<file path="src/rtl/sobel_pkg.sv">
// Shared types and kernel weight tables for the sobel frame sequencer.
// Weights are ordered [0]=top-left (oldest pixel) .. [8]=bottom-right (newest pixel).
package sobel_pkg;

    typedef enum logic [1:0] {
        KERNEL_GX       = 2'd0,
        KERNEL_GY       = 2'd1,
        KERNEL_LAPLACE  = 2'd2,
        KERNEL_IDENTITY = 2'd3
    } kernel_sel_e;

    typedef enum logic [1:0] {
        CTRL_IDLE  = 2'd0,
        CTRL_RUN   = 2'd1,
        CTRL_DRAIN = 2'd2
    } ctrl_state_e;

    typedef logic [0:8][2:0] weights_t;

    // Each weight is a signed 3-bit two's complement value.
    localparam weights_t GX_W  = {3'h7, 3'h0, 3'h1, 3'h6, 3'h0, 3'h2, 3'h7, 3'h0, 3'h1};
    localparam weights_t GY_W  = {3'h7, 3'h6, 3'h7, 3'h0, 3'h0, 3'h0, 3'h1, 3'h2, 3'h1};
    localparam weights_t LAP_W = {3'h0, 3'h1, 3'h0, 3'h1, 3'h4, 3'h1, 3'h0, 3'h1, 3'h0};
    localparam weights_t ID_W  = {3'h0, 3'h0, 3'h0, 3'h0, 3'h1, 3'h0, 3'h0, 3'h0, 3'h0};

    function automatic weights_t kernel_weights(input kernel_sel_e sel);
        weights_t w;
        case (sel)
            KERNEL_GX:       w = GX_W;
            KERNEL_GY:       w = GY_W;
            KERNEL_LAPLACE:  w = LAP_W;
            KERNEL_IDENTITY: w = ID_W;
            default:         w = '0;
        endcase
        return w;
    endfunction

endpackage

</file>
<file path="src/rtl/sobel_frame_ctrl_counter.sv">
// Raster position counter: column wraps into the next row, row wraps at frame end.
module raster_counter #(
    parameter int w_p = 16,
    parameter int h_p = 16
) (
    input  logic                   clk_i,
    input  logic                   reset_i,
    input  logic                   step_i,
    output logic [$clog2(w_p)-1:0] col_o,
    output logic [$clog2(h_p)-1:0] row_o,
    output logic                   last_o
);
    localparam int CW = $clog2(w_p);
    localparam int RW = $clog2(h_p);
    localparam logic [CW-1:0] COL_MAX = CW'(w_p - 1);
    localparam logic [RW-1:0] ROW_MAX = RW'(h_p - 1);
    localparam logic [CW-1:0] COL_ONE = CW'(1);
    localparam logic [RW-1:0] ROW_ONE = RW'(1);

    logic [CW-1:0] col_q, col_d;
    logic [RW-1:0] row_q, row_d;

    // next raster position
    always_comb begin
        col_d = col_q;
        row_d = row_q;
        if (step_i) begin
            if (col_q == COL_MAX) begin
                col_d = '0;
                if (row_q == ROW_MAX) begin
                    row_d = '0;
                end else begin
                    row_d = row_q + ROW_ONE;
                end
            end else begin
                col_d = col_q + COL_ONE;
            end
        end else begin
            col_d = col_q;
            row_d = row_q;
        end
    end

    // position registers
    always_ff @(posedge clk_i or posedge reset_i) begin
        if (reset_i) begin
            col_q <= '0;
            row_q <= '0;
        end else begin
            col_q <= col_d;
            row_q <= row_d;
        end
    end

    assign col_o  = col_q;
    assign row_o  = row_q;
    assign last_o = (col_q == COL_MAX) && (row_q == ROW_MAX);

endmodule

</file>
<file path="src/rtl/sobel_frame_ctrl.sv">
// Frame sequencer for the 3x3 sobel core: gates the input stream per frame, latches the kernel
// configuration at frame start and crops results whose window leaves the frame.
module sobel_frame_ctrl
    import sobel_pkg::*;
#(
    parameter int linewidth_px_p = 16,
    parameter int frame_height_p = 16,
    parameter int width_p        = 8
) (
    input  logic                 clk_i,
    input  logic                 reset_i,
    input  logic                 valid_i,
    output logic                 ready_o,
    input  logic [width_p-1:0]   data_i,
    input  logic [1:0]           kernel_sel_i,
    input  logic                 abs_i,
    output logic                 sobel_valid_o,
    input  logic                 sobel_ready_i,
    output logic [width_p-1:0]   sobel_data_o,
    output weights_t             weights_o,
    output logic                 abs_o,
    input  logic                 sobel_valid_i,
    output logic                 sobel_ready_o,
    input  logic [2*width_p-1:0] sobel_data_i,
    input  logic                 sobel_sign_i,
    output logic                 valid_o,
    input  logic                 ready_i,
    output logic [2*width_p-1:0] data_o,
    output logic                 sign_o,
    output logic                 sof_o,
    output logic                 last_o,
    output logic                 busy_o,
    output logic                 frame_done_o
);
    localparam int CW = $clog2(linewidth_px_p);
    localparam int RW = $clog2(frame_height_p);
    localparam logic [CW-1:0] COL_TWO = CW'(2);
    localparam logic [RW-1:0] ROW_TWO = RW'(2);

    localparam logic [1:0] IDLE  = CTRL_IDLE;
    localparam logic [1:0] RUN   = CTRL_RUN;
    localparam logic [1:0] DRAIN = CTRL_DRAIN;

    logic [1:0]    state_q, state_d;
    weights_t      weights_q, weights_d;
    logic          abs_q, abs_d;
    logic          frame_done_q, frame_done_d;
    logic          cfg_load_s;

    logic          accepting_s, in_step_s, out_step_s, keep_s;
    logic [CW-1:0] in_col_s, out_col_s;
    logic [RW-1:0] in_row_s, out_row_s;
    logic          in_last_s, out_last_s, in_origin_s;

    raster_counter #(.w_p(linewidth_px_p), .h_p(frame_height_p)) u_in_cnt (
        .clk_i   (clk_i),
        .reset_i (reset_i),
        .step_i  (in_step_s),
        .col_o   (in_col_s),
        .row_o   (in_row_s),
        .last_o  (in_last_s)
    );

    raster_counter #(.w_p(linewidth_px_p), .h_p(frame_height_p)) u_out_cnt (
        .clk_i   (clk_i),
        .reset_i (reset_i),
        .step_i  (out_step_s),
        .col_o   (out_col_s),
        .row_o   (out_row_s),
        .last_o  (out_last_s)
    );

    // Input is held off during DRAIN so the weights never change under old-frame outputs.
    assign accepting_s   = (state_q != DRAIN);
    assign ready_o       = sobel_ready_i & accepting_s;
    assign sobel_valid_o = valid_i & accepting_s;
    assign sobel_data_o  = data_i;
    assign in_step_s     = valid_i & ready_o;
    assign in_origin_s   = (in_col_s == '0) && (in_row_s == '0);

    // Outputs with an incomplete window (line wrap or stale buffer) are silently consumed.
    assign keep_s        = (out_col_s >= COL_TWO) && (out_row_s >= ROW_TWO);
    assign valid_o       = keep_s & sobel_valid_i;
    assign sobel_ready_o = keep_s ? ready_i : 1'b1;
    assign out_step_s    = sobel_valid_i & sobel_ready_o;
    assign data_o        = sobel_data_i;
    assign sign_o        = sobel_sign_i;
    assign sof_o         = keep_s && (out_col_s == COL_TWO) && (out_row_s == ROW_TWO);
    assign last_o        = out_last_s;

    // frame FSM and config latch
    always_comb begin
        state_d    = state_q;
        cfg_load_s = 1'b0;
        case (state_q)
            IDLE: begin
                if (in_step_s && in_origin_s) begin
                    state_d    = RUN;
                    cfg_load_s = 1'b1;
                end else begin
                    state_d = IDLE;
                end
            end
            RUN: begin
                if (in_step_s && in_last_s) begin
                    state_d = DRAIN;
                end else begin
                    state_d = RUN;
                end
            end
            DRAIN: begin
                if (out_step_s && out_last_s) begin
                    state_d = IDLE;
                end else begin
                    state_d = DRAIN;
                end
            end
            default: state_d = IDLE;
        endcase

        if (cfg_load_s) begin
            weights_d = kernel_weights(kernel_sel_e'(kernel_sel_i));
            abs_d     = abs_i;
        end else begin
            weights_d = weights_q;
            abs_d     = abs_q;
        end

        frame_done_d = (state_q == DRAIN) && out_step_s && out_last_s;
    end

    // state, configuration and done-pulse registers
    always_ff @(posedge clk_i or posedge reset_i) begin
        if (reset_i) begin
            state_q      <= IDLE;
            weights_q    <= '0;
            abs_q        <= 1'b0;
            frame_done_q <= 1'b0;
        end else begin
            state_q      <= state_d;
            weights_q    <= weights_d;
            abs_q        <= abs_d;
            frame_done_q <= frame_done_d;
        end
    end

    assign weights_o    = weights_q;
    assign abs_o        = abs_q;
    assign busy_o       = (state_q != IDLE);
    assign frame_done_o = frame_done_q;

endmodule

</file>
<file path="config.mk">
export PLATFORM = sky130hd
export DESIGN_NAME = sobel_frame_ctrl
export DESIGN_NICKNAME = d
export VERILOG_FILES = /design/src/rtl/sobel_pkg.sv /design/src/rtl/sobel_frame_ctrl_counter.sv /design/src/rtl/sobel_frame_ctrl.sv
export SDC_FILE = /design/constraint.sdc
export NUM_CORES = 1
export LEC_CHECK = 0
export ABC_AREA = 1
export BUFFER_PORTS_ARGS = -buffer_cell sky130_fd_sc_hd__buf_2
export CORE_MARGIN = 1.5
export CORE_UTILIZATION = 46
export CTS_BUF_LIST = sky130_fd_sc_hd__clkbuf_8
export DETAILED_ROUTE_END_ITERATION = 10
export GPL_ROUTABILITY_DRIVEN = 0
export PLACE_DENSITY = 0.79
export SETUP_SLACK_MARGIN = 0.05
export SYNTH_ARGS = -nofsm -noshare
export SYNTH_HDL_FRONTEND = slang
export SYNTH_SLANG_ARGS = --single-unit
</file>
<file path="constraint.sdc">
create_clock -name clk_i -period 1.8 [get_ports clk_i]
set_input_delay 0.18 -clock clk_i [delete_from_list [all_inputs] [get_ports clk_i]]
set_output_delay 0.18 -clock clk_i [all_outputs]
set_load 0.02 [all_outputs]
</file>
==> flow_metrics.tcl, run 1 <==
set metrics [dict create \
    grt-busiest-layer "met2" \
    vias_per_cell 4.46 \
    initial_utilization_pct 47.9 \
    drive_gt1_share_pct 28.4 \
    startpoint_type "flip-flop" \
    layout.cells.non_filler 259 \
    io_buffers 39 \
    area_growth_pct -1.80 \
    synth_area_per_cell_um2 8.29 \
    critical-path-slowest-cell "dfrtp_1" \
    crit_path_max_fanout 5 \
    cts_tree "built" \
    die_area_um2 4160 \
    postRouteAntennaNets 0 \
    cts.sinks 25 \
    path_cells "inv_2, ha_1, nor2_1, nand2_2, and3_1, buf_2" \
    r2r_start "u_out_cnt.col_o[0]" \
    vdd_ir_drop_max_mv 0.329 \
    synth_common_cells "buf_4 (47), nand2_1 (35), dfrtp_1 (25)" \
    dp_cells 254 \
    root_buffer "clkbuf_8" \
    placed_cell_area_um2 1650 \
    grt_start_max_net_pins 26 \
    dieHeight_um 64.5 \
    routedWlPerCell_um 9.91 \
    synth-edff-count 0 \
    grt.total_usage_pct 13.7 \
    dpl.hpwl_mm 1.99 \
    powerDensity_nw_per_um2 1190 \
    nNetsFinal 254 \
    syn_area_um2 1740 \
    drv_cap 0 \
    synth.top_cell.area_share_pct 35.9 \
    outcome "finished clean" \
    synth_area_leaders "dfrtp_1 (36%), buf_4 (20%), nand2_1 (7.5%), ha_1 (5.8%), nand3_1 (4.6%)" \
    grtUsageMet2_pct 21.6 \
    diodes 0 \
    crit_type "reg -> out" \
    grt_pass1_wl_mm 4.40 \
    min_from "kernel_sel_i[0]" \
    hold_path_end "weights_o[16]" \
    period_minus_slack_ns 1.64 \
    seq_area_um2 626 \
    clock_path_buffers 2 \
    worst_skew_pair.late_latency_ns 0.27 \
    crit_buf_inv 2 \
    grt_pass1_vias 985 \
    synth_most_common_cell "buf_4" \
    grt_util_met3_pct 2.95 \
    power_leakage_nw 0.959 \
    reg2reg_slack_ns 0.45 \
    yosysUniqueCellTypes 24 \
    timing.final.hold_violations 0 \
    synth_flop_cell "dfrtp_1" \
    cts_setup_buffers 0 \
    ctsHtreeMaxLevel 1 \
    antenna_found_initial 0 \
    finalMaxSlewViolations 0 \
    critical-path-max-stage-delay_ns 0.43 \
    hold_path.class "in -> reg" \
    endpoint_kind "primary output" \
    vias 1156 \
    crit_arrival_ns 1.46 \
    yosysSeqAreaShare_pct 35.9 \
    rr_worst_depth 8 \
    fin_util_pct 47.0 \
    met1_usage_pct 17.3 \
    regToRegEndpoint "u_out_cnt.row_o[0]" \
    crit_required_ns 1.62 \
    io-pin-count 95 \
    rsz0062_at_grt "false" \
    syn_inst 210 \
    ys_seq_elements 25 \
    multi_input_area_um2 683 \
    yosysWarnings 0 \
    overflow 0 \
    critical_path.top_delay_family "flip-flops" \
    post-route-cell-area_um2 1710 \
    synth_area_leader_cell "dfrtp_1" \
    die_w_um 64.5 \
    wirelength_mm 2.57 \
    final.setup_skew_ns 0.00374 \
    dr.pass1.iters 4 \
    setup_viol 0 \
    core_area_um2 3630 \
    hold_depth 2 \
    num_rows 22 \
    synthArstFlopShare_pct 100 \
    route.detailed.drc 0 \
    clk_pin_slew_ns 0.09 \
    num-fill-cells 362 \
    cts_made_buffers 3 \
    period_share_pct 91.3 \
    drt_iter0_markers 57 \
    fmax_ghz 0.609 \
    power.total_mw 2.03 \
    setup_tns_ns 0 \
]
logic make-up (layout without fill, tap and decap cells):
logic type,Yosys count,after routing,share of synthesized area [%]
buf+inv,70,67,25.7
fa+ha+maj,8,8,5.75
simple gates,83,83,24.6
compound gates,18,18,5.32
other cells,1,5,0.215
xor+xnor,5,5,2.52
flops,25,25,35.9
worst reg2reg max path: stages (launching register included):
cell and delay, ns:
dfrtp_1 0.43, inv_2 0.05, ha_1 0.20, nor2_1 0.12, nand2_2 0.09, nand3_4 0.12, nand3_4 0.11, nand2_1 0.07
o21ai_1 0.06
per-stage QoR:
stage                     hold slack [ns]  setup slack [ns]
after floorplan                     0.207             0.455
after global routing                0.103            0.0599
after CTS                           0.108             0.110
after detailed placement            0.254             0.415
after global placement              0.245             0.449
final                               0.111             0.157
cell usage in the layout, fill, tap and decap left out, types with 2 or more instances in the layout:
| cell | netlist | routed |
|---|---|---|
| nand3_1 | 16 | 16 |
| inv_1 | 21 | 20 |
| nor2_1 | 11 | 11 |
| dfrtp_1 | 25 | 25 |
| nor2_2 | 4 | 4 |
| nor3_1 | 3 | 3 |
| buf_2 | 0 | 39 |
| nand4_1 | 3 | 3 |
| o21ai_1 | 10 | 10 |
| nand2_2 | 4 | 4 |
| xor2_1 | 2 | 2 |
| conb_1 | 1 | 5 |
| nand3_4 | 3 | 3 |
| inv_2 | 1 | 3 |
| o21ai_0 | 7 | 7 |
| ha_1 | 8 | 8 |
| xnor2_1 | 3 | 3 |
| nand2_1 | 35 | 35 |
| clkbuf_8 | 0 | 3 |
per-layer routing:
metal / up-vias / wire [um]
li1: 614 / -
met1: 501 / 1170
met2: 33 / 1190
met3: 8 / 160
met4: 0 / 45
met5: - / 0
state kept, by name, indices dropped and copies added (netlist names):
name / count
u_out_cnt.col_o: 4
abs_o: 1
weights_o: 5
u_in_cnt.col_o: 4
state_q: 2
frame_done_o: 1
u_in_cnt.row_o: 4
u_out_cnt.row_o: 4
worst max path at each step:
stage                  startpoint                 end  slack, ns  cells past startpoint
2_1_floorplan  u_out_cnt.row_o[0]               sof_o       0.45                      4
3_3_place_gp   u_out_cnt.col_o[0]             valid_o       0.45                      6
3_5_place_dp   u_out_cnt.col_o[0]  u_out_cnt.row_o[0]       0.42                      8
4_1_cts        u_out_cnt.col_o[0]             valid_o       0.11                      6
5_1_grt        u_out_cnt.col_o[0]             valid_o       0.06                      6
6_report       u_out_cnt.col_o[0]             valid_o       0.16                      6
power breakdown:
group	internal, mW	leakage [nW]	switching (mW)	total [mW]
sequential	0.723	0.326	0.184	0.907
combinational	0.305	0.606	0.490	0.794
clock	0.153	0.0269	0.174	0.326
layout make-up:
class / instances / area share [%]
inverter: 22 / 4.83
sequential: 25 / 36.6
clock inverter: 1 / 0.220
multi-input combinational: 119 / 40.0
timing repair buffer: 41 / 12.4
clock buffer: 3 / 2.42
tap: 48 / 3.51
repair_timing:
item,in CTS,in global routing
hold endpoints to repair,25,0
gates resized for setup,0,2
hold buffers,1,0
endpoints found under the setup margin,0,2
Power figures use the tool's default switching activity.
==> inputs of run 2 (changes only) <==
Settings changed: CORE_UTILIZATION 46 to 42, PLACE_DENSITY 0.79 to 0.76.
Clock period 1.8 ns to 1.5 ns, I/O delays scaled along.
==> run 2 against run 1 <==
Against the previous run:
- via count is 8.0% higher
- combinational power grew 71%
- largest power group is now combinational logic
- the flow now finishes with violations (negative setup slack)
- non-clock buffer count is 10 higher
- critical path depth down 1
- utilization is 0.60 points higher
- clock power grew 20%
- worst setup slack lost 0.18 ns
- highest routed layer unchanged
- critical endpoint is now last_o
- die area increased by 9.1%
- largest cell class unchanged
- clock skew down 0.0020 ns
- hold slack got worse by 0.027 ns
- count of clock-buffer cells in the layout stayed put
==> flow_metrics.tcl, run 2 (synthesized netlist as in run 1, its figures left out) <==
set metrics [dict create \
    outcome "finished with violations" \
    violations "negative setup slack" \
    drv_cap 0 \
    root_buffer "clkbuf_8" \
    cts_tree "built" \
    startpoint_type "flip-flop" \
    fmax_ghz 0.659 \
    diodes 0 \
    crit_arrival_ns 1.37 \
    min_from "kernel_sel_i[0]" \
    reg2reg_slack_ns 0.07 \
    hold_path_end "weights_o[16]" \
    io_buffers 39 \
    post-route-cell-area_um2 1910 \
    core_area_um2 4000 \
    powerDensity_nw_per_um2 1500 \
    vias_per_cell 4.61 \
    antenna_found_initial 0 \
    finalMaxSlewViolations 0 \
    hold_depth 2 \
    crit_path_max_fanout 3 \
    whs_ns 0.0840 \
    area_growth_pct 9.49 \
    drive_gt1_share_pct 37.1 \
    dieHeight_um 67.4 \
    initial_utilization_pct 43.5 \
    placed_cell_area_um2 1660 \
    clk_pin_slew_ns 0.08 \
    io-pin-count 95 \
    num_rows 23 \
    grt_start_max_net_pins 26 \
    overflow 0 \
    regToRegEndpoint "state_q[1]" \
    final_cell_mix "nand2_1 (35), buf_2 (35), dfrtp_1 (22)" \
    wirelength_mm 3.12 \
    num-fill-cells 394 \
    nNetsFinal 264 \
    grt.total_usage_pct 13.5 \
    cts_made_buffers 3 \
    routedWlPerCell_um 11.5 \
    vias 1249 \
    post-place-ws_ns 0.0855 \
    power_leakage_nw 1.01 \
    dpl.hpwl_mm 2.10 \
    setup_ws_ns -0.0179 \
    crit_required_ns 1.35 \
    clock_path_buffers 2 \
    die_w_um 67.4 \
    layout.cells.non_filler 271 \
    period_share_pct 101 \
    endpoint_kind "primary output" \
    hold_path.class "in -> reg" \
    cts.sinks 25 \
    die_area_um2 4540 \
    postRouteAntennaNets 0 \
    setup_viol 1 \
    grt_pass1_vias 1076 \
    route.detailed.drc 0 \
    grt_pass1_wl_mm 4.67 \
    dr.pass1.iters 4 \
    ctsHtreeMaxLevel 1 \
    largest_reg_flops 5 \
    rsz0062_at_grt "true" \
    final.setup_skew_ns 0.00175 \
    dp_cells 256 \
    crit_type "reg -> out" \
    timing.final.hold_violations 0 \
    period_minus_slack_ns 1.52 \
    r2r_start "u_out_cnt.row_o[0]" \
    vdd_ir_drop_max_mv 0.532 \
    drt_iter0_markers 40 \
    rr_worst_depth 8 \
    worst_skew_pair.late_latency_ns 0.26 \
]
==> run 2: changes by cell type in the layout (fill, tap and decap cells not counted), sizes merged <==
| cell | delta |
|---|---|
| buf | +10 |
==> run 2: cell type report <==
type	instances	area (um2)	share of cell area, %
clock buffers	3	41.3	2.17
multi-input cells	119	773	40.6
flip-flops and latches	25	629	33.0
clock inverters	1	3.75	0.197
repair buffers	51	313	16.4
inverters	22	82.6	4.33
well taps	50	62.6	3.28
==> run 2: repair_timing <==
action,4_1_cts,5_1_grt
hold buffers,1,0
buffers inserted,7,3
endpoints found under the hold margin,25,0
endpoints found under the setup margin,4,12
pin swaps,4,6
resized for setup,18,12
==> run 2: layer usage <==
layer	track usage, %	share of wire [%]
met4	2.81	0.51
met2	23.0	49
met3	4.33	6.7
met5	0	0
met1	16.7	44
==> run 2: how the worst max path moves through the flow <==
stage | end | from | depth (start not counted)
after floorplan | u_out_cnt.row_o[2] | u_out_cnt.col_o[0] | 8
after global placement | state_q[1] | u_out_cnt.col_o[0] | 8
after detailed placement | state_q[1] | u_out_cnt.col_o[0] | 8
after CTS | last_o | u_out_cnt.col_o[0] | 5
after global routing | last_o | u_out_cnt.row_o[0] | 5
final | last_o | u_out_cnt.row_o[0] | 5
==> run 2: power breakdown <==
| group | switching [mW] | leakage, nW | total, mW | internal (mW) |
|---|---|---|---|---|
| logic | 0.751 | 0.666 | 1.36 | 0.613 |
| clock network | 0.207 | 0.0269 | 0.390 | 0.183 |
| registers | 0.225 | 0.322 | 1.10 | 0.872 |
| total | 1.18 | 1.01 | 2.85 | 1.67 |
==> run 2: stage by stage <==
stage | power, mW | utilization (%) | TNS (ns)
after floorplan | 2.00 | - | 0
after global placement | 2.02 | 41.4 | 0
after detailed placement | 2.07 | 41.4 | 0
after CTS | 2.72 | 45.7 | -0.0563
after global routing | 3.09 | 47.6 | -0.163
final | 2.85 | 47.6 | -0.0179
==> run 2: critical path: stages (launching register included) <==
cell and delay (ns):
dfrtp_1 0.37, buf_4 0.13, ha_2 0.21, nand3_4 0.11, nor2_4 0.16, buf_6 0.13
==> inputs of run 3 (changes only) <==
--- a/constraint.sdc
+++ b/constraint.sdc
@@ -3,2 +3,2 @@
 set_output_delay 0.15 -clock clk_i [all_outputs]
-set_load 0.02 [all_outputs]
+set_load 0.05 [all_outputs]
==> run 3 against run 2 <==
Against the previous run:
- the run still ends with negative setup slack left
- clock skew hardly changed
- utilization increased by 0.13 points
- non-clock buffer count is the same
- die area unchanged
- final area grew 0.26%
- cell count did not move
- critical path type unchanged
- highest routed layer unchanged
==> flow_metrics.tcl, run 3 (synthesized netlist as in run 1, its figures left out) <==
set metrics [dict create \
    endpoint_kind "primary output" \
    core_area_um2 4000 \
    initial_utilization_pct 43.5 \
    reg2reg_slack_ns 0.16 \
    io_buffers 39 \
    overflow 0 \
    worst_skew_pair.late_latency_ns 0.27 \
    fmax_ghz 0.637 \
    grt.total_usage_pct 13.6 \
    pwr-share-seq_pct 36.6 \
    cts_made_buffers 3 \
    io-pin-count 95 \
    post-place-ws_ns 0.0727 \
    diodes 0 \
    cts.sinks 25 \
    final.setup_skew_ns 0.00194 \
    drv_cap 0 \
    routedWlPerCell_um 11.1 \
    die_area_um2 4540 \
    crit_type "reg -> out" \
    powerDensity_nw_per_um2 1600 \
    crit_path_max_fanout 4 \
    hold_depth 2 \
    area_growth_pct 9.78 \
    grt_pass1_wl_mm 4.73 \
    final_common_cell "nand2_1" \
    dr.pass1.iters 5 \
    period_share_pct 105 \
    vdd_ir_drop_max_mv 0.496 \
    fin_util_pct 47.8 \
    dieHeight_um 67.4 \
    rr_worst_depth 7 \
    num_rows 23 \
    crit_path_start "u_out_cnt.col_o[1]" \
    drt_iter0_markers 64 \
    largest_reg_flops 5 \
    switching_power_mw 1.41 \
    setup_ws_ns -0.0696 \
    hold_path_end "weights_o[16]" \
    regToRegEndpoint "u_out_cnt.row_o[0]" \
    setup_tns_ns -0.142 \
    pwr-share-comb_pct 50.6 \
    root_buffer "clkbuf_8" \
    grt_start_max_net_pins 26 \
    vias 1263 \
    nNetsFinal 264 \
    final_cell_mix "nand2_1 (35), buf_2 (34), dfrtp_1 (22)" \
    setup_viol 3 \
    hold_path.class "in -> reg" \
    clock_path_buffers 2 \
    num-fill-cells 372 \
    antenna_found_initial 0 \
    route.detailed.drc 0 \
    grt_pass1_vias 1100 \
    period_minus_slack_ns 1.57 \
    outcome "finished with violations" \
    swShare_pct 46.1 \
    clk_pin_slew_ns 0.08 \
    rsz0062_at_grt "true" \
    drive_gt1_share_pct 37.1 \
    clkPwrFrac_pct 12.8 \
    dpl.hpwl_mm 2.01 \
    dp_cells 256 \
    min_from "kernel_sel_i[0]" \
    startpoint_type "flip-flop" \
    r2r_start "u_out_cnt.col_o[1]" \
    layout.cells.non_filler 271 \
    power_leakage_nw 1.01 \
    crit_arrival_ns 1.42 \
    postRouteAntennaNets 0 \
    finalMaxSlewViolations 0 \
    timing.final.hold_violations 0 \
    internal_power_mw 1.65 \
    die_w_um 67.4 \
    violations "negative setup slack" \
    cts_tree "built" \
    vias_per_cell 4.66 \
    ctsHtreeMaxLevel 1 \
    wirelength_mm 3.00 \
    crit_required_ns 1.35 \
]
-- run 3: cell types whose count changed in the layout (fill, tap and decap cells not counted), sizes merged --
cell,before,now
buf,50,49
clkbuf,3,4
-- run 3: timing repair --
| item | 4_1_cts | 5_1_grt |
|---|---|---|
| endpoints found under the setup margin | 4 | 5 |
| gates resized for setup | 21 | 9 |
| hold endpoints to repair | 25 | 0 |
| pin swaps | 6 | 5 |
| buffers inserted | 5 | 5 |
| hold buffers | 1 | 0 |
-- run 3: worst max-delay path by stage --
stage                         end  slack [ns]  cells past startpoint
finish                    valid_o       -0.07                      5
global route              valid_o       -0.13                      5
detailed placement  sobel_ready_o        0.07                      6
floorplan                   sof_o        0.02                      4
CTS                       valid_o       -0.05                      6
global placement    sobel_ready_o        0.11                      6
-- run 3: final cells by class --
cell class	instances	area [um2]	area share (%)
multi-input cells	119	768	40.2
flip-flops and latches	25	629	32.9
repair buffers	51	323	16.9
inverters	22	82.6	4.32
well taps	50	62.6	3.27
clock buffers	3	41.3	2.16
clock inverters	1	3.75	0.196
-- run 3: per-layer routing --
| metal | GRT usage [%] | part of all wire (%) | vias up | wire length, um |
|---|---|---|---|---|
| met5 | 0 | 0 | - | 0 |
| met1 | 17.5 | 46 | 571 | 1380 |
| met2 | 21.5 | 46 | 49 | 1370 |
| met4 | 5.87 | 1.3 | 0 | 39 |
| met3 | 3.50 | 6.8 | 8 | 205 |
| li1 | - | - | 635 | - |
-- run 3: power groups by stage --
stage | combinational (mW) | sequential, mW | clock [mW]
6_report | 1.55 | 1.12 | 0.392
5_1_grt | 1.72 | 1.14 | 0.427
4_1_cts | 1.43 | 1.09 | 0.406
3_5_place_dp | 1.20 | 1.10 | 0
3_3_place_gp | 1.18 | 1.09 | 0
2_1_floorplan | 1.23 | 1.10 | 0
-- run 3: worst max-delay path, stage by stage (launching register included) --
cell     delay (ns)
dfrtp_1        0.45
ha_2           0.22
nor2_2         0.09
nand2_2        0.08
and3_4         0.18
buf_8          0.14
-- run 3: metrics by stage --
stage / total power, mW / hold slack, ns / cell area (um2)
after floorplan: 2.33 / 0.177 / 1770
after global placement: 2.26 / 0.216 / 1670
after detailed placement: 2.30 / 0.215 / 1670
after CTS: 2.92 / 0.0790 / 1830
after global routing: 3.29 / 0.0963 / 1910
final: 3.06 / 0.0790 / 1910
